<file path="config.mk">
export PLATFORM = sky130hd
export DESIGN_NAME = fifo_drain_unpacker
export DESIGN_NICKNAME = d
export VERILOG_FILES = /design/src/rtl/fifo_drain_unpacker.sv
export SDC_FILE = /design/constraint.sdc
export NUM_CORES = 1
export LEC_CHECK = 0
export CAP_MARGIN = 20
export CORE_ASPECT_RATIO = 0.8
export CORE_UTILIZATION = 45
export CTS_CLUSTER_DIAMETER = 150
export CTS_CLUSTER_SIZE = 20
export DETAILED_ROUTE_END_ITERATION = 6
export PLACE_DENSITY = 0.85
export SETUP_SLACK_MARGIN = 0.1
export SLEW_MARGIN = 20
export SYNTH_ARGS = -nofsm -noshare
export SYNTH_HDL_FRONTEND = slang
export SYNTH_SLANG_ARGS = --single-unit
export TNS_END_PERCENT = 5
</file>
<file path="constraint.sdc">
create_clock -name clk -period 2.15 [get_ports clk]
set_input_delay 0.3225 -clock clk [delete_from_list [all_inputs] [get_ports clk]]
set_output_delay 0.3225 -clock clk [all_outputs]
set_load 0.005 [all_outputs]
</file>
<file path="src/rtl/fifo_drain_unpacker.sv">
// fifo_drain_unpacker: pops wide FIFO words and streams them LSB slice first on a valid/ready port
module fifo_drain_unpacker #(
  parameter int DATA_WIDTH  = 32,
  parameter int OUT_WIDTH   = 8,
  parameter int COUNT_WIDTH = 16
) (
  input  logic                   clk,
  input  logic                   rst,
  input  logic                   enable,
  input  logic                   fifo_empty,
  input  logic [DATA_WIDTH-1:0]  fifo_dout,
  output logic                   fifo_cs,
  output logic                   fifo_rd_en,
  output logic [OUT_WIDTH-1:0]   m_data,
  output logic                   m_valid,
  input  logic                   m_ready,
  output logic                   m_last,
  output logic                   busy,
  output logic [COUNT_WIDTH-1:0] word_count
);
  localparam int SLICES = DATA_WIDTH / OUT_WIDTH;
  localparam int IDX_W  = SLICES > 1 ? $clog2(SLICES) : 1;
  localparam logic [IDX_W-1:0] LAST_IDX = IDX_W'(SLICES - 1);

  generate
    if (DATA_WIDTH % OUT_WIDTH != 0) begin : g_bad_width
      $error("fifo_drain_unpacker: DATA_WIDTH must be a multiple of OUT_WIDTH");
    end
  endgenerate

  typedef enum logic [1:0] {IDLE, RD, WAIT, SEND} state_t;

  state_t                 r_state, w_next;
  logic                   r_rd_en, r_valid;
  logic [DATA_WIDTH-1:0]  r_shift;
  logic [IDX_W-1:0]       r_idx;
  logic [COUNT_WIDTH-1:0] r_count;
  logic                   w_pop_ok, w_accept, w_last;

  assign w_pop_ok   = enable && !fifo_empty;
  assign w_accept   = r_valid && m_ready;
  assign w_last     = r_idx == LAST_IDX;
  assign fifo_rd_en = r_rd_en;
  assign fifo_cs    = r_rd_en;
  assign m_data     = r_shift[OUT_WIDTH-1:0];
  assign m_valid    = r_valid;
  assign m_last     = r_valid && w_last;
  assign busy       = r_state != IDLE;
  assign word_count = r_count;

  // next state: a pop is only decided in IDLE or on acceptance of a word's last slice
  always_comb begin
    w_next = r_state;
    case (r_state)
      IDLE:    w_next = w_pop_ok ? RD : IDLE;
      RD:      w_next = WAIT;
      WAIT:    w_next = SEND;
      SEND:    w_next = (w_accept && w_last) ? (w_pop_ok ? RD : IDLE) : SEND;
      default: w_next = IDLE;
    endcase
  end

  // state, pop strobe, shift register, slice index and completed-word counter
  always_ff @(posedge clk) begin
    if (rst) begin
      r_state <= IDLE;
      r_rd_en <= 1'b0;
      r_valid <= 1'b0;
      r_shift <= '0;
      r_idx   <= '0;
      r_count <= '0;
    end else begin
      r_state <= w_next;
      r_rd_en <= w_next == RD;
      if (r_state == WAIT) begin
        r_shift <= fifo_dout;
        r_valid <= 1'b1;
        r_idx   <= '0;
      end else if (w_accept) begin
        r_shift <= r_shift >> OUT_WIDTH;
        r_idx   <= r_idx + IDX_W'(1);
        if (w_last) begin
          r_valid <= 1'b0;
          r_count <= r_count + COUNT_WIDTH'(1);
        end
      end
    end
  end
endmodule

</file>
* Word-level counts from Yosys, hierarchy flattened
Index checks and enable logic that the tools add are counted.
Widths: inputs -> output; s select.
** Cells by class
- Add/sub/neg operators :: 2
- Multiply operators :: 0
- Divide/modulo/power cells :: 0
- Order comparisons :: 0
- Equality and inequality tests :: 5
- Shifts and indexed selects :: 0
- Multiplexer cells :: 8
- Bitwise logic cells :: 1
- Reductions and logical operators :: 12
** Operators by type and width (count)
- $mux 32 :: 2
- $add 16x1->16 const B :: 1
- $pmux 2 s4 :: 1
- $eq 2x2->1 const B :: 3
- $reduce_bool 2->1 :: 3
- $eq 2x1->1 const B :: 2
- $logic_and 1x1->1 :: 4
- $mux 1 :: 4
- $reduce_and 3->1 :: 1
- $add 2x1->2 const B :: 1
- $logic_not 2->1 :: 1
- $mux 2 :: 1
- $reduce_and 2->1 :: 1
- $reduce_or 2->1 :: 1
- $logic_not 1->1 :: 1
- $not 1->1 :: 1
** Word-level totals
- Bits in registers :: 54
- Latch bits :: 0
- Memory bits (writable) :: 0
- Bits in read-only memories :: 0
- Input bits :: 37
- Output and inout bits :: 29
- Word-level logic and storage cells :: 34
- Memories kept :: 0

* Logic depth before layout (Yosys ltp)
- Depth in word-level cells :: 6
- Depth in mapped cells :: 6
- Depth with buffers taken out :: 6

* Worst setup path before layout
Ideal clock, no wire load.
- Path kind :: register -> register
- Start :: register r_count[0] (netlist: word_count[0])
- End :: register r_count[12] (netlist: word_count[12])
- Setup time :: 0.121 ns
- Arrival time :: 1.620 ns
- Data required time :: 2.029 ns
- Path slack :: 0.409 ns
- Cell stages (with the launch flop) :: 6
- Path buffers :: 0
- Clock period less this slack :: 1.741 ns
- Cell sequence :: dfxtp_1 > ha_1 > nand4_1 > nor4_1 > nand4_1 > mux2_2
** Between the ends
- Word-level cells in the longest chain between the ends :: 1
** Ends and longest elaborated chain
- start: declaration :: line 37 : logic [COUNT_WIDTH-1:0] r_count;
- start signal: assignment :: line 84 : r_count <= r_count + COUNT_WIDTH'(1);
- $add 16x1->16 :: line 84
No other way between the ends.
A chain may end at the register's enable or synchronous reset.

* Worst setup path in the final report
- Start :: register r_idx[0]
- End :: output m_last
** Between the ends
- Word-level cells in the longest chain between the ends :: 2
** Ends and longest elaborated chain
- start: declaration :: line 36 : logic [IDX_W-1:0] r_idx;
- start signal: assignment :: line 81 : r_idx <= r_idx + IDX_W'(1);
- $eq 2x2->1 :: line 42 : assign w_last = r_idx == LAST_IDX;
- $logic_and 1x1->1 :: line 47 : assign m_last = r_valid && w_last;
- end: declaration :: line 17 : output logic m_last,
No other way between the ends.

==> results by group <==
Floorplan
  – Die area: 5660 µm²
  – Ports: 66
  – Die height: around 68 µm
  – Initial Util: 0.474
  – DIE WIDTH: 83.9 µm
  – Core Region: 5090 µm²
  – Cell Rows: 23

Worst setup path
  – Crit Path Class: reg2out
  – Setup crit start kind: flop
  – Reg2Reg Depth: 5
  – Crit-path max FO: 4
  – Slowest-stage cell, CP: clkdlybuf4s50_1
  – CP Capture Type: output port
  – Critical path cell sequence: ha_1, nand2_1, inv_1, clkdlybuf4s50_1
  – Required @ worst endpoint: 1.83 ns
  – Max stage delay on crit path: 0.52 ns
  – CP arrival: 1.60 ns

Routing
  – Post-DR vias/cell: ~5.7
  – Remaining DRCs: 4
  – DR iter-0 viols: 224
  – Post-DRT Antenna Nets: 0
  – Pre-Repair DR Iteration Count: 6
  – Routed vias: between 2k and 2.5k
  – Routed length per instance: 14.2 µm
  – Routed WL: 5730 µm

Placed design
  – GPL Wtd Cong: 0.857
  – Pre-CTS setup slack: between 0.01 and 0.015 ns
  – # port buffers: 65
  – DP Cell Count: slightly below 400
  – HPWL after DPL: 3970 µm

STA
  – # setup viols final: 0
  – Worst Max-Slew Pin Slew: 0.632 ns
  – Final WS setup: 0.224 ns
  – Clock Skew: between 0.006 and 0.007 ns
  – Final Hold Vio Count: 0
  – Period utilization: 0.896
  – Fmax: 519 MHz
  – Pins Over Slew Limit: 0
  – Fin crit period: 1.93 ns
  – Worst slew margin: 0.579
  – RSZ-0062 raised after global routing: no
  – Setup TNS: 0 ns

Global route
  – Gr usage total: 0.210
  – Vias in the first global route: 2032
  – Grt total ovfl: 0
  – Largest net degree at the start of global routing: 46
  – Initial antenna violation count: 0
  – Global-route wire length before repair: 9540 µm

Synthesis
  – Avg Cell Area, Syn: ~8.3 µm²
  – Most instantiated cells after synthesis: dfxtp_1, nor2_1, nand2_1, nand3_1, a311oi_1
  – Ys flop type: dfxtp_1
  – Area contributors post-synth: dfxtp_1, a311oi_1, nor2_1
  – Ys async rst share: 0
  – Synth top area share: 0.448
  – Number of synthesized flops with an enable pin: 0
  – Yosys top cell by area: dfxtp_1
  – Sequential area share after synthesis: 0.448
  – Syn Std Cell Area: roughly 2400 µm²
  – Cell with the most instances after synthesis: dfxtp_1
  – Yosys warning count: 0
  – Synth cell types: 35
  – Synthesized Nets: between 300 and 400
  – Synth Instances: 292
  – Register bit total from synthesis: 54

Layout
  – Register area: ~1100 µm²
  – Diodes inserted: 0
  – Area of the multi-input gates: 1150 µm²
  – Ratio of cells with drive above 1 in the final layout: 0.0704
  – Fill cells: 434
  – Syn-to-layout area delta: 30.6%
  – Cell Count, Final, Fillers Out: ~400
  – Final nets: 379

Clock tree
  – Root buffer cell: clkbuf_8
  – Clk_lat worst skew: 0.30 ns
  – CTS tree: built
  – Post-CTS Setup Inserts: 0
  – Clock-pin slew on the worst setup and hold paths: 0.10 ns
  – Post_cts resized: 0
  – CTS Sinks: 54
  – H-tree depth: 2
  – TritonCTS Buffers: 5
  – Clock Path Buffers: 2
  – Post-CTS Hold Buffers: 0

Hold path
  – Worst hold stages: 2
  – HP Class: reg2reg

Power and ir drop
  – Net Sw Frac: 0.249
  – Total power: 1.95 mW
  – Comb power frac: 0.147
  – Int Pwr: approximately 1.5 mW
  – Peak supply drop: approximately 0.36 mV
  – Clk pwr share: 0.298
  – Power Density: 619 nW/µm²
  – Part of the power in registers: 0.556
  – Sw power: 0.487 mW
  – Static Leak: roughly 1.1 nW

Job
  – Maxcap violations: 0

Outcome
  – Failing checks: design-rule violations
  – Status: finished with violations
==> flip-flops by register name, summed over array words and instances (netlist names) <==
name / cells
r_idx: 2
r_state: 2
m_valid: 1
word_count: 16
fifo_cs: 1
r_shift: 32
==> layout by cell type (no fill, tap or decap), types with 2 or more instances in the layout <==
cell             count
nand3_1             28
or4_1                4
nor2b_1              4
nor2_1              43
a22oi_1              8
nand4_1              7
buf_12               2
a311oi_1            24
inv_1                5
clkbuf_8             6
xnor2_1              4
nand2_1             32
nor4_1               4
or3_1                3
a21oi_1             12
mux2_2               3
o21ai_0              2
dfxtp_1             54
buf_4                7
nor3_1               5
o31ai_1              4
ha_1                 2
clkdlybuf4s50_1     64
==> area by class of cell <==
| class | count | area share |
|---|---|---|
| clock inverter | 1 | 0.00159 |
| inverter | 5 | 0.00595 |
| tap | 62 | 0.0246 |
| clock buffer | 7 | 0.0274 |
| sequential | 54 | 0.343 |
| multi-input combinational | 200 | 0.364 |
| timing repair buffer | 74 | 0.234 |
==> kinds of logic (layout without fill, tap and decap cells) <==
group	after synthesis	count (layout)	share of synthesized area
AND/OR/NAND/NOR	137	137	0.267
flip-flops	54	54	0.448
AO/OA/AOI/OAI	52	52	0.161
buffers and inverters	38	87	0.0772
XOR/XNOR	5	5	0.0181
multiplexers	4	4	0.0181
adder cells (fa/ha/maj)	2	2	0.0104
==> stage by stage <==
step / utilization / area (µm²) / hold WS, ns
after detailed placement: 0.601 / 3060 / 0.473
after global routing: 0.619 / 3150 / 0.499
final: 0.619 / 3150 / 0.488
after CTS: 0.619 / 3150 / 0.484
after global placement: 0.601 / 3060 / 0.469
after floorplan: - / 2410 / 0.459
==> critical path, delay by kind of cell, from the launching register on <==
| kind | cells | cell delay (ns) |
|---|---|---|
| and+or+nand+nor | 1 | 0.11 |
| buffers and inverters | 2 | 0.66 |
| adders and majority gates | 1 | 0.17 |
| DFF | 1 | 0.37 |
==> power groups by stage <==
stage | clock (mW) | sequential [mW] | combinational [mW]
4_1_cts | 0.590 | 1.08 | 0.287
2_1_floorplan | 0 | 1.10 | 0.164
5_1_grt | 0.641 | 1.09 | 0.315
3_5_place_dp | 0 | 1.11 | 0.286
3_3_place_gp | 0 | 1.11 | 0.280
6_report | 0.581 | 1.08 | 0.286
==> per-layer routing <==
layer  vias to the layer above  part of all wire  GRT usage
met1                      1069              0.47      0.289
met4                         0             0.016     0.0711
li1                       1127                 -          -
met3                        11             0.054     0.0416
met5                         -                 0          0
met2                        79              0.46      0.335
==> final timing paths <==
| path | from | endpoint | slack [ns] |
|---|---|---|---|
| max | r_idx[0] | m_last | 0.22 |
| min | r_shift[10] | r_shift[10] | 0.49 |
| max reg2reg | r_idx[0] | word_count[15] | 0.26 |
| min reg2reg | r_shift[10] | r_shift[10] | 0.49 |
(Power assumes the default switching activity.)
